[config.mk]
export PLATFORM = sky130hd
export DESIGN_NAME = multicycle_control_fsm
export DESIGN_NICKNAME = d
export VERILOG_FILES = /design/src/rtl/riscv_ctrl_pkg.sv /design/src/rtl/instr_decoder.sv /design/src/rtl/multicycle_control_fsm.sv
export SDC_FILE = /design/constraint.sdc
export NUM_CORES = 1
export LEC_CHECK = 0
export BUFFER_PORTS_ARGS = -buffer_cell sky130_fd_sc_hd__buf_2
export CORE_UTILIZATION = 57
export CTS_BUF_LIST = sky130_fd_sc_hd__clkbuf_16
export CTS_CLUSTER_DIAMETER = 80
export DETAILED_ROUTE_END_ITERATION = 10
export PLACE_DENSITY = 0.95
export REMOVE_ABC_BUFFERS = 1
export SYNTH_ARGS = -nofsm -noshare
export SYNTH_HDL_FRONTEND = slang
export SYNTH_HIERARCHICAL = 1
export SYNTH_SLANG_ARGS = --single-unit
[constraint.sdc]
create_clock -name clk -period 5 [get_ports clk]
set_input_delay 0.5 -clock clk [delete_from_list [all_inputs] [get_ports clk]]
set_output_delay 0.5 -clock clk [all_outputs]
set_load 0.1 [all_outputs]
[src/rtl/riscv_ctrl_pkg.sv]
// Shared types and constants for the RV32I multi-cycle control path.
package riscv_ctrl_pkg;

   typedef enum logic [3:0] {
      ALU_ADD  = 4'd0,
      ALU_SUB  = 4'd1,
      ALU_XOR  = 4'd2,
      ALU_OR   = 4'd3,
      ALU_AND  = 4'd4,
      ALU_SLL  = 4'd5,
      ALU_SRL  = 4'd6,
      ALU_SRA  = 4'd7,
      ALU_SLT  = 4'd8,
      ALU_SLTU = 4'd9
   } alu_op_t;

   typedef enum logic [2:0] {
      S_FETCH     = 3'd0,
      S_DECODE    = 3'd1,
      S_EXECUTE   = 3'd2,
      S_MEM       = 3'd3,
      S_WRITEBACK = 3'd4,
      S_TRAP      = 3'd5
   } state_t;

   typedef enum logic [2:0] {
      CLS_ILLEGAL = 3'd0,
      CLS_LOAD    = 3'd1,
      CLS_STORE   = 3'd2,
      CLS_BRANCH  = 3'd3,
      CLS_OP      = 3'd4,
      CLS_OPIMM   = 3'd5
   } instr_class_t;

   localparam logic [6:0] OPC_LOAD   = 7'b0000011;
   localparam logic [6:0] OPC_STORE  = 7'b0100011;
   localparam logic [6:0] OPC_BRANCH = 7'b1100011;
   localparam logic [6:0] OPC_OP     = 7'b0110011;
   localparam logic [6:0] OPC_OPIMM  = 7'b0010011;

   localparam logic [6:0] F7_ZERO = 7'h00;
   localparam logic [6:0] F7_ALT  = 7'h20;

   // funct3 -> ALU operation for R/I arithmetic; alt selects SUB/SRA
   function automatic alu_op_t funct3_alu_op(input logic [2:0] f3, input logic alt);
      alu_op_t op;
      case (f3)
         3'b000:  op = alt ? ALU_SUB : ALU_ADD;
         3'b001:  op = ALU_SLL;
         3'b010:  op = ALU_SLT;
         3'b011:  op = ALU_SLTU;
         3'b100:  op = ALU_XOR;
         3'b101:  op = alt ? ALU_SRA : ALU_SRL;
         3'b110:  op = ALU_OR;
         3'b111:  op = ALU_AND;
         default: op = ALU_ADD;
      endcase
      return op;
   endfunction

endpackage

[src/rtl/instr_decoder.sv]
// Combinational RV32I classifier: instruction class, ALU setup and legality.
module instr_decoder
   import riscv_ctrl_pkg::*;
(
   input  logic [6:0]   opcode_i,
   input  logic [2:0]   funct3_i,
   input  logic [6:0]   funct7_i,
   output instr_class_t cls_o,
   output alu_op_t      alu_op_o,
   output logic         alu_src_o,
   output logic         illegal_o
);

   // Class and ALU configuration lookup
   always_comb begin
      cls_o     = CLS_ILLEGAL;
      alu_op_o  = ALU_ADD;
      alu_src_o = 1'b0;
      case (opcode_i)
         OPC_LOAD: begin
            alu_src_o = 1'b1;
            case (funct3_i)
               3'b000, 3'b001, 3'b010, 3'b100, 3'b101: cls_o = CLS_LOAD;
               default:                                cls_o = CLS_ILLEGAL;
            endcase
         end
         OPC_STORE: begin
            alu_src_o = 1'b1;
            if (funct3_i <= 3'b010) begin
               cls_o = CLS_STORE;
            end else begin
               cls_o = CLS_ILLEGAL;
            end
         end
         OPC_BRANCH: begin
            case (funct3_i[2:1])
               2'b00: begin cls_o = CLS_BRANCH; alu_op_o = ALU_SUB;  end
               2'b10: begin cls_o = CLS_BRANCH; alu_op_o = ALU_SLT;  end
               2'b11: begin cls_o = CLS_BRANCH; alu_op_o = ALU_SLTU; end
               default: cls_o = CLS_ILLEGAL;
            endcase
         end
         OPC_OP: begin
            if (funct7_i == F7_ZERO) begin
               cls_o    = CLS_OP;
               alu_op_o = funct3_alu_op(funct3_i, 1'b0);
            end else if (funct7_i == F7_ALT && (funct3_i == 3'b000 || funct3_i == 3'b101)) begin
               cls_o    = CLS_OP;
               alu_op_o = funct3_alu_op(funct3_i, 1'b1);
            end else begin
               cls_o = CLS_ILLEGAL;
            end
         end
         OPC_OPIMM: begin
            // funct7 only matters for the shift encodings; ADDI never becomes SUB
            alu_src_o = 1'b1;
            case (funct3_i)
               3'b001: begin
                  if (funct7_i == F7_ZERO) begin
                     cls_o    = CLS_OPIMM;
                     alu_op_o = ALU_SLL;
                  end else begin
                     cls_o = CLS_ILLEGAL;
                  end
               end
               3'b101: begin
                  if (funct7_i == F7_ZERO) begin
                     cls_o    = CLS_OPIMM;
                     alu_op_o = ALU_SRL;
                  end else if (funct7_i == F7_ALT) begin
                     cls_o    = CLS_OPIMM;
                     alu_op_o = ALU_SRA;
                  end else begin
                     cls_o = CLS_ILLEGAL;
                  end
               end
               default: begin
                  cls_o    = CLS_OPIMM;
                  alu_op_o = funct3_alu_op(funct3_i, 1'b0);
               end
            endcase
         end
         default: cls_o = CLS_ILLEGAL;
      endcase
   end

   assign illegal_o = (cls_o == CLS_ILLEGAL);

endmodule

[src/rtl/multicycle_control_fsm.sv]
// Multi-cycle RV32I control sequencer with memory-handshake timeout,
// illegal-instruction trap and a wrapping retired-instruction counter.
module multicycle_control_fsm
   import riscv_ctrl_pkg::*;
#(
   parameter int RETIRE_W    = 32,
   parameter int MEM_TIMEOUT = 15
) (
   input  logic                clk,
   input  logic                rst_n,
   input  logic [6:0]          opcode,
   input  logic [2:0]          funct3,
   input  logic [6:0]          funct7,
   input  logic                alu_zero,
   input  logic                imem_ready,
   input  logic                dmem_ready,
   output logic                imem_req,
   output logic                ir_write,
   output logic                pc_write,
   output logic                pc_src,
   output logic                dmem_req,
   output logic                mem_read,
   output logic                mem_write,
   output logic                mem_to_reg,
   output logic                alu_src,
   output alu_op_t             alu_op,
   output logic                reg_write,
   output logic                illegal,
   output logic                mem_fault,
   output logic                halted,
   output logic [RETIRE_W-1:0] retired_cnt,
   output state_t              state
);

   localparam int              WAIT_W     = (MEM_TIMEOUT > 1) ? $clog2(MEM_TIMEOUT + 1) : 1;
   localparam logic            TIMEOUT_EN = (MEM_TIMEOUT != 0);
   localparam logic [WAIT_W-1:0] WAIT_LAST = WAIT_W'(MEM_TIMEOUT - 1);

   state_t              state_q,   state_d;
   logic [WAIT_W-1:0]   wait_q,    wait_d;
   logic                illegal_q, illegal_d;
   logic                fault_q,   fault_d;
   logic [RETIRE_W-1:0] retired_q, retired_d;

   instr_class_t dec_cls;
   alu_op_t      dec_alu_op;
   logic         dec_alu_src;
   logic         dec_illegal;

   logic    imem_req_s, ir_write_s, pc_write_s, pc_src_s, dmem_req_s;
   logic    mem_read_s, mem_write_s, mem_to_reg_s, alu_src_s, reg_write_s;
   alu_op_t alu_op_s;
   logic    retire_s;
   logic    wait_expired_s;
   logic    branch_taken_s;

   instr_decoder u_decoder (
      .opcode_i  (opcode),
      .funct3_i  (funct3),
      .funct7_i  (funct7),
      .cls_o     (dec_cls),
      .alu_op_o  (dec_alu_op),
      .alu_src_o (dec_alu_src),
      .illegal_o (dec_illegal)
   );

   // The limit is hit on the cycle whose wait would make the count reach MEM_TIMEOUT
   assign wait_expired_s = TIMEOUT_EN && (wait_q == WAIT_LAST);
   // BEQ/BGE/BGEU take on zero, BNE/BLT/BLTU on non-zero
   assign branch_taken_s = alu_zero ^ funct3[0] ^ funct3[2];

   // Next-state, sticky flags, retire counter and strobe decode
   always_comb begin
      state_d      = state_q;
      wait_d       = wait_q;
      illegal_d    = illegal_q;
      fault_d      = fault_q;
      retire_s     = 1'b0;
      imem_req_s   = 1'b0;
      ir_write_s   = 1'b0;
      pc_write_s   = 1'b0;
      pc_src_s     = 1'b0;
      dmem_req_s   = 1'b0;
      mem_read_s   = 1'b0;
      mem_write_s  = 1'b0;
      mem_to_reg_s = 1'b0;
      alu_src_s    = 1'b0;
      reg_write_s  = 1'b0;
      alu_op_s     = ALU_ADD;
      case (state_q)
         S_FETCH: begin
            imem_req_s = 1'b1;
            if (imem_ready) begin
               ir_write_s = 1'b1;
               state_d    = S_DECODE;
               wait_d     = '0;
            end else if (wait_expired_s) begin
               state_d = S_TRAP;
               fault_d = 1'b1;
            end else begin
               wait_d = wait_q + WAIT_W'(1);
            end
         end
         S_DECODE: begin
            if (dec_illegal) begin
               state_d   = S_TRAP;
               illegal_d = 1'b1;
            end else begin
               state_d = S_EXECUTE;
            end
         end
         S_EXECUTE: begin
            alu_op_s  = dec_alu_op;
            alu_src_s = dec_alu_src;
            case (dec_cls)
               CLS_BRANCH: begin
                  pc_write_s = 1'b1;
                  pc_src_s   = branch_taken_s;
                  retire_s   = 1'b1;
                  state_d    = S_FETCH;
                  wait_d     = '0;
               end
               CLS_LOAD, CLS_STORE: begin
                  state_d = S_MEM;
                  wait_d  = '0;
               end
               CLS_OP, CLS_OPIMM: state_d = S_WRITEBACK;
               default: begin
                  state_d   = S_TRAP;
                  illegal_d = 1'b1;
               end
            endcase
         end
         S_MEM: begin
            alu_op_s    = dec_alu_op;
            alu_src_s   = dec_alu_src;
            dmem_req_s  = 1'b1;
            mem_read_s  = (dec_cls == CLS_LOAD);
            mem_write_s = (dec_cls == CLS_STORE);
            if (dmem_ready) begin
               if (dec_cls == CLS_STORE) begin
                  pc_write_s = 1'b1;
                  retire_s   = 1'b1;
                  state_d    = S_FETCH;
                  wait_d     = '0;
               end else begin
                  state_d = S_WRITEBACK;
               end
            end else if (wait_expired_s) begin
               state_d = S_TRAP;
               fault_d = 1'b1;
            end else begin
               wait_d = wait_q + WAIT_W'(1);
            end
         end
         S_WRITEBACK: begin
            alu_op_s     = dec_alu_op;
            alu_src_s    = dec_alu_src;
            reg_write_s  = 1'b1;
            mem_to_reg_s = (dec_cls == CLS_LOAD);
            pc_write_s   = 1'b1;
            retire_s     = 1'b1;
            state_d      = S_FETCH;
            wait_d       = '0;
         end
         S_TRAP:  state_d = S_TRAP;
         default: state_d = S_TRAP;
      endcase
      retired_d = retire_s ? (retired_q + RETIRE_W'(1)) : retired_q;
   end

   // State and counters
   always_ff @(posedge clk or negedge rst_n) begin
      if (!rst_n) begin
         state_q   <= S_FETCH;
         wait_q    <= '0;
         illegal_q <= 1'b0;
         fault_q   <= 1'b0;
         retired_q <= '0;
      end else begin
         state_q   <= state_d;
         wait_q    <= wait_d;
         illegal_q <= illegal_d;
         fault_q   <= fault_d;
         retired_q <= retired_d;
      end
   end

   // Strobes are Mealy; gating with rst_n drops them the moment reset asserts
   assign imem_req    = imem_req_s   & rst_n;
   assign ir_write    = ir_write_s   & rst_n;
   assign pc_write    = pc_write_s   & rst_n;
   assign pc_src      = pc_src_s     & rst_n;
   assign dmem_req    = dmem_req_s   & rst_n;
   assign mem_read    = mem_read_s   & rst_n;
   assign mem_write   = mem_write_s  & rst_n;
   assign mem_to_reg  = mem_to_reg_s & rst_n;
   assign alu_src     = alu_src_s    & rst_n;
   assign reg_write   = reg_write_s  & rst_n;
   assign alu_op      = alu_op_s;
   assign illegal     = illegal_q;
   assign mem_fault   = fault_q;
   assign halted      = (state_q == S_TRAP);
   assign retired_cnt = retired_q;
   assign state       = state_q;

endmodule

==> flow_metrics.env <==
export IMPL_status="completed"
export IMPL_drive_gt1_share_pct=24.9
export IMPL_fin_crit_sh_pct=79.9
export IMPL_die_area_sq_um=5120
export IMPL_ios=74
export IMPL_peakVddDrop_v=0.000227
export IMPL_place_gp_congestion=0.963
export IMPL_drc=0
export IMPL_drt_vias_per_instance=6.12
export IMPL_p_comb_share_pct=7.7
export IMPL_switching_share_pct=23.6
export IMPL_grt_first_pass_wirelength_mm=11.1
export IMPL_yosysWarningCount=6
export IMPL_num_vias=2631
export IMPL_cts_setup_buffers=0
export IMPL_wl_per_cell_um=16.0
export IMPL_synth_top_area_cell="dfrtp_1"
export IMPL_first_global_vias=2409
export IMPL_syn_to_final_growth_pct=19.8
export IMPL_worst_slew_pin_slew_ns=0.802
export IMPL_leakagePower_nw=1.61
export IMPL_grt_overflow_total=0
export IMPL_ctsResizeCount=0
export IMPL_die_x_um=71.5
export IMPL_ant_nets=0
export IMPL_cts_hold_buf=0
export IMPL_timing_final_max_slew_violations=0
export IMPL_fmax_mhz=250
export IMPL_antenna_cells=0
export IMPL_ys_ff_latch=41
export IMPL_period_minus_slack_ns=3.99
export IMPL_nets=411
export IMPL_grt_max_degree=48
export IMPL_start_kind="input pin"
export IMPL_num_rows=24
export IMPL_die_h_um=71.5
export IMPL_finalSetupViolCount=0
export IMPL_clk_pin_slew_worst_paths_ns=0.06
export IMPL_power_frac_clock_pct=44.9
export IMPL_fp_coreArea_sq_um=4500
export IMPL_intPower_uw=537
export IMPL_synthCells=305
export IMPL_synth_distinct_cells=48
export IMPL_critical_path_arrival_ns=3.49
export IMPL_finalPower_uw=703
export IMPL_post_dp_cell_area_sq_um=3160
export IMPL_p_sw_uw=166
export IMPL_ys_seq_area_share_pct=37.2
export IMPL_utilization_pct=73.3
export IMPL_cts_buffers_inserted=5
export IMPL_cts_buffer_depth=2
export IMPL_start_util_pct=61.2
export IMPL_synth_avg_cell_area_sq_um=9.04
export IMPL_first_iter_violations=161
export IMPL_seqPwrFrac_pct=47.4
export IMPL_yosys_cell_count_top_type="dfrtp_1"
export IMPL_grt_total_usage_pct=27.7
export IMPL_antenna_found_initial=0
export IMPL_max_cap_violations=0
export IMPL_synthFlopType="dfrtp_1"
export IMPL_port_buffers=73
export IMPL_critPathKind="input pin to output pin"
export IMPL_r2r_slack_ns=2.60
export IMPL_dr_pass1_iters=5
export IMPL_h_tree_depth=2
export IMPL_worstPathRequired_ns=4.50
export IMPL_synthTopCellsByArea="dfrtp_1, xnor2_1, ha_1, xor2_1, nand2_1"
export IMPL_clk_latency_ns=0.28
export IMPL_worstPathMaxFanout=9
export IMPL_synth_async_reset_ratio_pct=100
export IMPL_cts_sinks=41
export IMPL_worstSetupEndpointType="output pin"
export IMPL_tritoncts="built"
export IMPL_fin_area_sq_um=3300
export IMPL_hold_viol=0
export IMPL_hold_class="input pin to async pin"
export IMPL_post_synth_top_area_fraction_pct=37.2
export IMPL_p_per_area_nw_per_um2=213
export IMPL_n_fill_cell=300
export IMPL_synth_cells_most_frequent="dfrtp_1, nand2_1, nor2_1, xnor2_1, nand3_1"
export IMPL_syn_area_sq_um=2760
export IMPL_pre_cts_ws_ns=1.08
export IMPL_worst_slack_ns=1.01
export IMPL_hpwl_mm=4.94
export IMPL_cts_root_buffer="clkbuf_16"
export IMPL_skew_ns=0.00663
export IMPL_rsz0062_at_grt="false"
export IMPL_drt_wl_total_mm=6.88
export IMPL_seq_area_sq_um=1030
export IMPL_synth_edf_count=0
export IMPL_relSlewSlack_pct=46.0
export IMPL_multi_input_area_sq_um=1630
[path summary, 6_finish.rpt]
| check | startpoint | to | cells past startpoint |
|---|---|---|---|
| worst max register to register | state[0] | retired_cnt[25] | 5 |
| worst min register to register | mem_fault | mem_fault | 1 |
| max in group asynchronous | rst_n | retired_cnt[0] | 2 |
| worst min-delay path | rst_n | illegal | 2 |
| worst max-delay path | funct3[1] | pc_write | 12 |
| min in group clk | mem_fault | mem_fault | 1 |
[layout by cell type (no fill, tap or decap), types with 3 or more instances in the layout]
master,count
clkbuf_16,5
nand4_1,6
and3_1,10
a211oi_1,6
and2_1,4
nor2b_1,6
buf_4,3
a31oi_1,4
or2_2,4
nor3_1,10
ha_1,12
nand2_1,28
nand3_1,17
a21oi_1,8
mux2i_1,5
nand2b_1,10
dfrtp_1,41
nor2_1,25
xor2_1,14
o21ai_0,8
inv_1,13
nor4_1,10
buf_2,73
xnor2_1,20
[metrics by stage]
step	std cells	hold WS [ns]	TNS, ns
CTS	430	0.315	0
global route	430	0.340	0
finish	430	0.291	0
floorplan	294	0.204	-1.53
detailed placement	422	0.448	0
global placement	422	0.448	0
[final cells by class]
cell class	instances	area share, %
flip-flops and latches	41	31.1
well taps	52	1.97
clock inverters	3	0.644
inverters	13	1.48
repair buffers	76	11.7
multi-input cells	240	49.3
clock buffers	5	3.79
[worst max-delay path: stages]
cell and delay (ns):
buf_2 0.15, inv_1 0.14, ha_1 0.34, mux2i_1 0.17
a2111oi_4 0.45, a21oi_1 0.11, nor2_1 0.42, nand2b_1 0.25
a211o_1 0.20, nand2_1 0.23, and2_1 0.24, buf_2 0.29
[registers in the layout (all words and copies together) (netlist names)]
signal / count
retired_cnt: 32
wait_q: 4
state: 3
illegal: 1
mem_fault: 1
[cell families after synthesis]
| group | after synthesis | share of synthesized area (%) |
|---|---|---|
| AOI/OAI and AO/OA | 47 | 13.4 |
| xor gates and xnor gates | 34 | 10.8 |
| adders and majority gates | 12 | 5.45 |
| buffers and inverters | 24 | 3.68 |
| DFF | 41 | 37.2 |
| muxes | 6 | 2.22 |
| and+or+nand+nor | 141 | 27.2 |
[power groups by stage]
| stage | logic [mW] | registers, mW | clock network (mW) |
|---|---|---|---|
| 3_3_place_gp | 0.0511 | 0.339 | 0 |
| 4_1_cts | 0.0538 | 0.333 | 0.319 |
| 3_5_place_dp | 0.0533 | 0.339 | 0 |
| 5_1_grt | 0.0590 | 0.333 | 0.334 |
| 2_1_floorplan | 0.0230 | 0.342 | 0 |
| 6_report | 0.0542 | 0.333 | 0.315 |
[metal layers]
layer  wire (um)  track usage, %  vias up
li1            -               -     1234
met1        2830            35.8     1267
met2        3430            45.1      109
met3         403            5.06       21
met4         208            13.3        0
met5           0               0        -
(Power assumes the default switching activity.)
